### config.mk
export PLATFORM = sky130hd
export DESIGN_NAME = dmem_arbiter
export DESIGN_NICKNAME = d
export VERILOG_FILES = /design/src/rtl/dmem_arbiter_pkg.sv /design/src/rtl/dmem_arbiter_starve_counter.sv /design/src/rtl/dmem_arbiter.sv
export SDC_FILE = /design/constraint.sdc
export NUM_CORES = 1
export LEC_CHECK = 0
export BUFFER_PORTS_ARGS = -buffer_cell sky130_fd_sc_hd__buf_2
export CAP_MARGIN = 30
export CORE_UTILIZATION = 37
export CTS_CLUSTER_SIZE = 30
export DETAILED_ROUTE_END_ITERATION = 7
export PLACE_DENSITY = 0.85
export SLEW_MARGIN = 10
export SYNTH_ARGS = -nofsm -noshare
export SYNTH_HDL_FRONTEND = slang
export SYNTH_SLANG_ARGS = --single-unit
### constraint.sdc
create_clock -name clk -period 2.68 [get_ports clk]
set_input_delay 0.536 -clock clk [delete_from_list [all_inputs] [get_ports clk]]
set_output_delay 0.536 -clock clk [all_outputs]
set_load 0.03 [all_outputs]
### src/rtl/dmem_arbiter_pkg.sv
// dmem_arbiter_pkg: arbiter state encoding and default starvation limit
package Defs;
    typedef enum logic {ARB, HOST_ACK} ArbState;
    localparam int STARVE_LIMIT_DEFAULT = 4;
endpackage

### src/rtl/dmem_arbiter_starve_counter.sv
// starve_counter: saturating count of cycles the host lost to the CPU
module starve_counter #(
    parameter int LIMIT = 4
) (
    input  logic clk,
    input  logic reset,
    input  logic inc,
    input  logic clr,
    output logic atLimit
);
    localparam int W = LIMIT < 1 ? 1 : $clog2(LIMIT + 1);
    logic [W-1:0] count;
    assign atLimit = count >= W'(LIMIT);
    always_ff @(posedge clk or posedge reset)
        if (reset) count <= '0;
        else if (clr) count <= '0;
        else if (inc && !atLimit) count <= count + 1'b1;
endmodule

### src/rtl/dmem_arbiter.sv
// dmem_arbiter: shares the data memory between CPU MEM stage and a host port
module dmem_arbiter
    import Defs::*;
#(
    parameter int STARVE_LIMIT = STARVE_LIMIT_DEFAULT
) (
    input  logic       clk,
    input  logic       reset,
    input  logic       cpu_req,
    input  logic       cpu_we,
    input  logic [7:0] cpu_addr,
    input  logic [7:0] cpu_wdata,
    output logic [7:0] cpu_rdata,
    output logic       cpu_stall,
    input  logic       host_req,
    input  logic       host_we,
    input  logic [7:0] host_addr,
    input  logic [7:0] host_wdata,
    output logic       host_ack,
    output logic [7:0] host_rdata,
    output logic       mem_we,
    output logic       mem_re,
    output logic [7:0] mem_addr,
    output logic [7:0] mem_wdata,
    input  logic [7:0] mem_rdata
);
    ArbState state, stateNext;
    logic hostEligible, atLimit, cpuGrant, hostGrant;
    starve_counter #(.LIMIT(STARVE_LIMIT)) starveCnt (
        .clk(clk),
        .reset(reset),
        .inc(hostEligible && host_req && cpuGrant),
        .clr(hostGrant || !host_req),
        .atLimit(atLimit)
    );
    always_comb begin
        hostEligible = state == ARB;
        cpuGrant     = cpu_req && !(hostEligible && host_req && atLimit);
        hostGrant    = !cpuGrant && host_req && hostEligible;
        stateNext    = (state == ARB && hostGrant) ? HOST_ACK : ARB;
        mem_we       = cpuGrant ? cpu_we : hostGrant && host_we;
        mem_re       = cpuGrant ? !cpu_we : hostGrant && !host_we;
        mem_addr     = cpuGrant ? cpu_addr : hostGrant ? host_addr : 8'h00;
        mem_wdata    = cpuGrant ? cpu_wdata : hostGrant ? host_wdata : 8'h00;
        cpu_rdata    = cpuGrant ? mem_rdata : 8'h00;
        cpu_stall    = cpu_req && hostGrant;
        host_ack     = state == HOST_ACK;
    end
    always_ff @(posedge clk or posedge reset)
        if (reset) begin
            state      <= ARB;
            host_rdata <= 8'h00;
        end else begin
            state <= stateNext;
            if (hostGrant && !host_we) host_rdata <= mem_rdata;
        end
endmodule

Yosys cells after proc, flatten, opt, wreduce, memory -nomap -nowiden
Cells that the tools add are included.
{"block": "totals", "reg_bits": 12, "out_inout_bits": 36, "wordCells": 35}
{"block": "op_classes", "n_addsub": 1, "magnitude_cmp": 1, "muxes": 10, "bitwise": 1, "n_reduce_logical": 19}
{"cell": "two-way mux 8 bit", "count": 5}
{"cell": "logical AND 1 bit", "count": 11}
{"cell": "zero test 1 bit", "count": 6}
{"cell": "two-way mux 3 bit", "count": 2}
{"cell": "adder 3 x 1 -> 3 bit (second input constant)", "count": 1}
{"cell": "greater-or-equal comparator 3 bit (second input constant)", "count": 1}
{"cell": "two-way mux 1 bit", "count": 3}
{"cell": "nonzero test 2 bit", "count": 1}
{"cell": "logical OR 1 bit", "count": 1}
{"cell": "inverter 1 bit", "count": 1}

Logic depth before layout (Yosys ltp)
Gate-level depths: netlist of run 1.
{"block": "logic_depth", "word_depth": 10, "mapped_depth": 4}

Hierarchy
A second synthesis of run 1 with hierarchy kept.
{"block": "hier_totals", "hier_cells": 110, "area_unflattened_um2": 968.4}
{"module": "dmem_arbiter", "instances": 1, "cells_per_inst": 93, "area_each_um2": 787.0}
{"module": "starve_counter", "instances": 1, "cells_per_inst": 17, "area_each_um2": 181.4}

Worst setup path before layout of run 1
No wires, ideal clock.
{"block": "synth_timing", "path_kind": "register -> output", "start": "register state (netlist: host_ack)", "end": "output mem_we", "t_arrival_ns": 1.769, "required_time_ns": 2.144, "slack_ns": 0.375, "stages_incl_launch_ff": 5, "path_cell_list": "dfrtp_1 > nor2b_1 > a21boi_2 > buf_4 > mux2i_1"}
{"block": "synth_between", "elab_chain_len": 10}
{"element": "start, declared", "line": "dmem_arbiter.sv:27", "text": "ArbState state, stateNext;"}
{"element": "start signal, assigned", "line": "dmem_arbiter.sv:54", "text": "state <= stateNext;"}
{"element": "inverter 1 bit *", "line": "dmem_arbiter.sv:37", "text": "hostEligible = state == ARB;"}
{"element": "logical AND 1 bit (2 in a row)", "line": "dmem_arbiter.sv:38", "text": "cpuGrant = cpu_req && !(hostEligible && host_req && atLimit);"}
{"element": "zero test 1 bit", "line": "dmem_arbiter.sv:38"}
{"element": "logical AND 1 bit", "line": "dmem_arbiter.sv:38"}
{"element": "zero test 1 bit", "line": "dmem_arbiter.sv:39", "text": "hostGrant = !cpuGrant && host_req && hostEligible;"}
{"element": "logical AND 1 bit (2 in a row)", "line": "dmem_arbiter.sv:39"}
{"element": "logical AND 1 bit", "line": "dmem_arbiter.sv:41", "text": "mem_we = cpuGrant ? cpu_we : hostGrant && host_we;"}
{"element": "two-way mux 1 bit *", "line": "dmem_arbiter.sv:41"}
{"element": "end, declared", "line": "dmem_arbiter.sv:21", "text": "output logic mem_we,"}
Every way passes the cells marked *; elsewhere a longest branch is shown, timed or not.

Final worst setup path of run 1
{"block": "layout_timing", "start": "register state (netlist: host_ack)", "end": "output mem_addr[7]"}
{"block": "layout_between", "elab_chain_len": 10}
{"element": "inverter 1 bit *", "line": "dmem_arbiter.sv:37"}
{"element": "logical AND 1 bit (2 in a row)", "line": "dmem_arbiter.sv:38"}
{"element": "zero test 1 bit", "line": "dmem_arbiter.sv:38"}
{"element": "logical AND 1 bit", "line": "dmem_arbiter.sv:38"}
{"element": "zero test 1 bit", "line": "dmem_arbiter.sv:39"}
{"element": "logical AND 1 bit (2 in a row)", "line": "dmem_arbiter.sv:39"}
{"element": "two-way mux 8 bit", "line": "dmem_arbiter.sv:43", "text": "mem_addr = cpuGrant ? cpu_addr : hostGrant ? host_addr : 8'h00;"}
{"element": "two-way mux 8 bit *", "line": "dmem_arbiter.sv:43"}
{"element": "end, declared", "line": "dmem_arbiter.sv:23", "text": "output logic [7:0] mem_addr,"}
Marks and branches as above.

==> metrics.yaml, run 1 <==
p_per_area_mw_per_mm2: 528.3
max_freq_mhz: 417.1
drc: 0
port_buffers: 81
num_io_pins: 82
drt-total-wl_um: 2145
drv_slew: 0
routedWlPerCell_um: 11.85
worst-setup-path-type: "flop to output port"
min_period_ns: 2.397
tightest_slew_ns: 0.6294
pre_cts_slack_ns: 0.3230
die_h_um: 47.57
ctsHoldBuffers: 0
die_area_sq_mm: 0.002262
cp.required_ns: 2.14
slew-limit-headroom: 0.5800
ant_nets: 0
ir_drop_uv: 267.2
yosys.area.top_type_share: 0.3909
hold_path.class: "input port to asynchronous set/reset pin"
timing.final.crit_share: 0.8945
crit_path_cell_trace: "nand2b_4, nor2_2, a22o_1, buf_2"
cp-start-kind: "flop"
fin_area_sq_mm: 0.001239
fillers: 181
grt_overflow: 0
place_congestion: 0.7639
setup_slack_ns: 0.2827
drt_pass1_iterations: 4
grt_max_degree: 18
p_leak_nw: 0.7219
nNetsFinal: 202
detail_route.iter0.violations: 11
max_stage_delay_ns: 0.49
postPlaceCellArea_sq_mm: 0.001202
synth_cell_types: 22
clkTransAtPathRegs_ns: 0.08
syn_avg_cell_area_sq_um: 10.97
area_growth_syn_to_layout_pct: 61.24
clock_latency_ns: 0.27
via_per_inst: 4.884
clock_path_buffers: 2
slowest_stage: "nor2_2"
tns_ns: 0
initial_core_util: 0.3916
cts_setup_buffers: 0
outcome: "complete, no violations"
grt_pass1_wl_um: 2898
synth_seq_cells: 12
layout-drive-gt1-share: 0.6494
cp_max_fo: 17
grt_use_total: 0.1894
final_core_utilization: 0.6314
layout_commonest_cell: "buf_2"
yosysSeqAreaShare: 0.3909
antenna_cells: 0
row_count: 16
hold_violations: 0
cts-buffers-inserted: 3
setup_viol: 0
cp-end-kind: "output port"
vias: 884
syn_nets: 117
tritoncts: "done"
die_x_um: 47.57
grt_pass1_vias: 740
rsz0062_at_grt: "no"
antenna_found_initial: 0
layout_common_cells: "buf_2, a22o_1, dfrtp_1"
arrival_ns: 1.86
cts_root_buf: "clkbuf_4"
synthCells: 70
h-tree-depth: 1
clock_sinks: 12
place_hpwl_um: 1728
core_sq_mm: 0.001962
synth.area.top_cells: "dfrtp_1, a22o_1, mux2_2"
clock-skew-final_ns: 0.005505
drv_cap: 0
yosys_warnings: 0
post_cts_resized: 0
yosysTopAreaCell: "dfrtp_1"
syn_area_sq_um: 768.2
==> Yosys cell counts <==
cell      number
a22o_1        16
dfrtp_1       12
and2_1         8
mux2_2         8
nand2_1        4
nor2b_1        3
a21boi_0       2
buf_4          2
inv_1          2
a21boi_2       1
a21o_1         1
a22oi_1        1
and3_1         1
buf_2          1
ha_1           1
mux2i_1        1
nand2b_4       1
nand3b_1       1
nor2_1         1
nor2_2         1
nor2b_2        1
nor3_4         1
==> routing by layer <==
metal	vias up	GRT usage	share of wire
li1	428	-	-
met4	0	0.1167	0.0075
met5	-	0	0
met2	58	0.3616	0.51
met3	2	0.03396	0.080
met1	396	0.1869	0.40
==> registers in the layout, indices dropped and copies added, names as in the netlist <==
name             count
host_ack             1
host_rdata           8
starveCnt.count      3
==> kinds of logic (layout without fill, tap and decap cells) <==
kind of cell,after synthesis,in the layout,share of synthesized area
and+or+nand+nor,22,22,0.1906
AOI/OAI and AO/OA,21,21,0.2362
DFF,12,12,0.3909
muxes,9,9,0.1303
buffers and inverters,5,89,0.03582
adders and majority gates,1,1,0.01628
==> stage by stage <==
stage          hold WS (ns)  instances   power, W
2_1_floorplan        0.4007         70  0.0004152
3_3_place_gp         0.4852        177  0.0005066
3_5_place_dp         0.4896        177  0.0005152
4_1_cts              0.2498        181  0.0006616
5_1_grt              0.2864        181  0.0006893
6_report             0.2501        181  0.0006544
==> layout make-up <==
class	count	area [sq um]	share of cell area
Clock buffer	4	36.28	0.02929
Sequential cell	12	300.3	0.2424
Tap cell	27	33.78	0.02727
Timing Repair Buffer	83	420.4	0.3394
Multi-Input combinational cell	53	440.4	0.3556
Inverter	2	7.507	0.006061
==> power by group <==
part           switching [W]  leakage, nW  internal (W)  total, W
registers          0.0000146        0.149      0.000210  0.000224
clock network      0.0000624       0.0210     0.0000826  0.000145
logic               0.000178        0.552      0.000107  0.000285
==> worst max-delay path, delay by kind of cell, from the launching register on <==
| kind | cells | cell delay, ns |
|---|---|---|
| and+or+nand+nor | 2 | 0.68 |
| DFF | 1 | 0.47 |
| AOI/OAI and AO/OA | 1 | 0.25 |
| buffers and inverters | 1 | 0.19 |
==> path summary, 6_finish.rpt <==
path,slack [ns],startpoint,end,cells past startpoint
hold reg to reg,0.51,host_rdata[5],host_rdata[5],1
min in group clk,0.50,mem_rdata[7],host_rdata[7],2
hold / removal,0.25,reset,starveCnt.count[2],2
max in group asynchronous,2.12,reset,host_ack,2
setup / recovery,0.28,host_ack,mem_addr[7],4
setup reg to reg,1.16,host_ack,host_rdata[0],3
Note: power is estimated with default switching activity, not from simulation.
==> run 2: changes to the inputs <==
CORE_UTILIZATION = 41   (was 37)
SYNTH_HIERARCHICAL = 1   (was default)
==> run 2 against run 1 <==
Combinational power grew 5%. Power up 1.3%. Clock power decreased by 3%. First-iteration DRC count fell by 82%. Highest routed layer unchanged. Critical endpoint is now mem_addr[1]. Worst setup slack better by 0.13 ns. Clock skew shrank 0.0053 ns. Critical path depth is 1 higher. Cell count rose by 22%. Fmax increased by 5.8%. Count of clock-buffer cells in the layout did not move.
==> metrics.yaml, run 2 <==
outcome: "complete, no violations"
detail_route.iter0.violations: 2
cp.required_ns: 2.14
yosys_warnings: 6
largest_reg_flops: 8
top_usage_layer: "met2"
cp-end-kind: "output port"
post_cts_resized: 0
slowest_stage: "dfrtp_1"
clock_sinks: 12
ir_drop_uv: 348.0
async_flop_share: 1.000
cts_setup_buffers: 0
drv_slew: 0
timing.final.crit_share: 0.8459
p_per_area_mw_per_mm2: 461.5
pre_cts_slack_ns: 0.5381
h-tree-depth: 1
worst-setup-path-type: "flop to output port"
die_h_um: 50.60
synth.area.top_cells: "dfrtp_1, mux2i_1, mux2_2"
antenna_cells: 0
slew-limit-headroom: 0.6544
arrival_ns: 1.73
max_freq_mhz: 441.1
rsz0062_at_grt: "no"
grt_pass1_wl_um: 3808
setup_viol: 0
place_hpwl_um: 1941
clock_path_buffers: 2
grt_overflow: 0
tightest_slew_ns: 0.5129
yosys.area.top_type_share: 0.3101
grtUsageMet1: 0.2185
core_sq_mm: 0.002212
drv_cap: 0
place_inst: 217
num_io_pins: 82
antenna_found_initial: 0
ctsHoldBuffers: 0
fillers: 196
layout_common_cells: "buf_2, inv_1, nand2_1, mux2i_1, dfrtp_1"
ant_nets: 0
synth.most_common_cell: "inv_1"
initial_core_util: 0.4378
max_stage_delay_ns: 0.51
drt-total-wl_um: 2292
cts_root_buf: "clkbuf_4"
synth_cell_types: 25
place_congestion: 0.7397
routedWlPerCell_um: 10.37
fin_cells: 221
yosysTopAreaCell: "dfrtp_1"
area_growth_syn_to_layout_pct: 48.32
met2_usage: 0.3511
p_leak_nw: 0.8919
tns_ns: 0
die_x_um: 50.60
power_w: 0.0006629
tritoncts: "done"
synth_top_cells_by_count: "inv_1, mux2i_1, nand2_1, dfrtp_1"
hold_violations: 0
nNetsFinal: 242
synthCells: 110
clock-skew-final_ns: 0.0001691
clock_latency_ns: 0.26
layout-drive-gt1-share: 0.5285
layout_commonest_cell: "buf_2"
synthFlopType: "dfrtp_1"
drc: 0
vias: 1026
clkTransAtPathRegs_ns: 0.07
min_period_ns: 2.267
syn_area_sq_um: 968.4
port_buffers: 81
hold_path.class: "input port to asynchronous set/reset pin"
syn_nets: 158
syn_avg_cell_area_sq_um: 8.804
yosysSeqAreaShare: 0.3101
synth_seq_cells: 12
row_count: 17
crit_buf_inv: 3
cp_top_family: "buffers and inverters"
die_area_sq_mm: 0.002560
cp_max_fo: 13
drt_pass1_iterations: 4
setup_slack_ns: 0.4131
grt_pass1_vias: 954
cts-buffers-inserted: 3
top_register: "host_rdata"
via_per_inst: 4.643
synth_edf_count: 0
crit_path_cell_trace: "inv_1, o21ai_2, buf_4, mux2i_1, buf_2"
grt_util_met3: 0.03939
cp-start-kind: "flop"
grt_max_degree: 18
grt_use_total: 0.1938
## run 2: stage by stage
stage                 util  cell area [sq um]  hold slack [ns]
global placement    0.6329               1400           0.4130
global route        0.6493               1436           0.1352
finish              0.6493               1436           0.1249
CTS                 0.6493               1436           0.1200
detailed placement  0.6329               1400           0.4159
floorplan                -              968.4           0.2896
## run 2: layer usage
metal  routed length, um  part of all wire
met5                   0                 0
met4                  10            0.0044
met3                 250              0.11
met2                1116              0.49
met1                 914              0.40
## run 2: worst register-to-register path: stages (launching register included)
cell and delay (ns):
dfrtp_1 0.51, inv_1 0.09, o21ai_2 0.16, buf_4 0.25, nor2_1 0.11, nor2b_4 0.14
mux2_4 0.30
## run 2: path summary, 6_finish.rpt
check	cells past startpoint	endpoint	start	slack, ns
min reg2reg	1	host_rdata[5]	host_rdata[5]	0.51
max in group asynchronous	2	host_rdata[5]	reset	2.21
max	5	mem_addr[1]	starveCnt/count[2]	0.41
min	2	starveCnt/count[1]	reset	0.12
max reg2reg	6	starveCnt/count[0]	starveCnt/count[2]	1.00
min in group clk	2	host_rdata[7]	mem_rdata[7]	0.51
## run 2: kinds of logic after synthesis
group	synth area share
compound gates	0.04263
fa+ha+maj	0.02584
buf+inv	0.1214
flops	0.3101
mux	0.2842
simple gates	0.2158
## run 2: layout make-up
cell class	count	area, sq um	area share
flip-flops and latches	12	300.3	0.2091
clock buffers	4	36.28	0.02526
well taps	28	35.03	0.02439
repair buffers	84	427.9	0.2979
inverters	22	82.58	0.05749
multi-input cells	71	554.3	0.3859
## run 2: report_power, final
| part | internal (W) | switching (W) |
|---|---|---|
| Clock | 0.0000825 | 0.0000585 |
| Combinational | 0.000111 | 0.000187 |
| Sequential | 0.000209 | 0.0000153 |
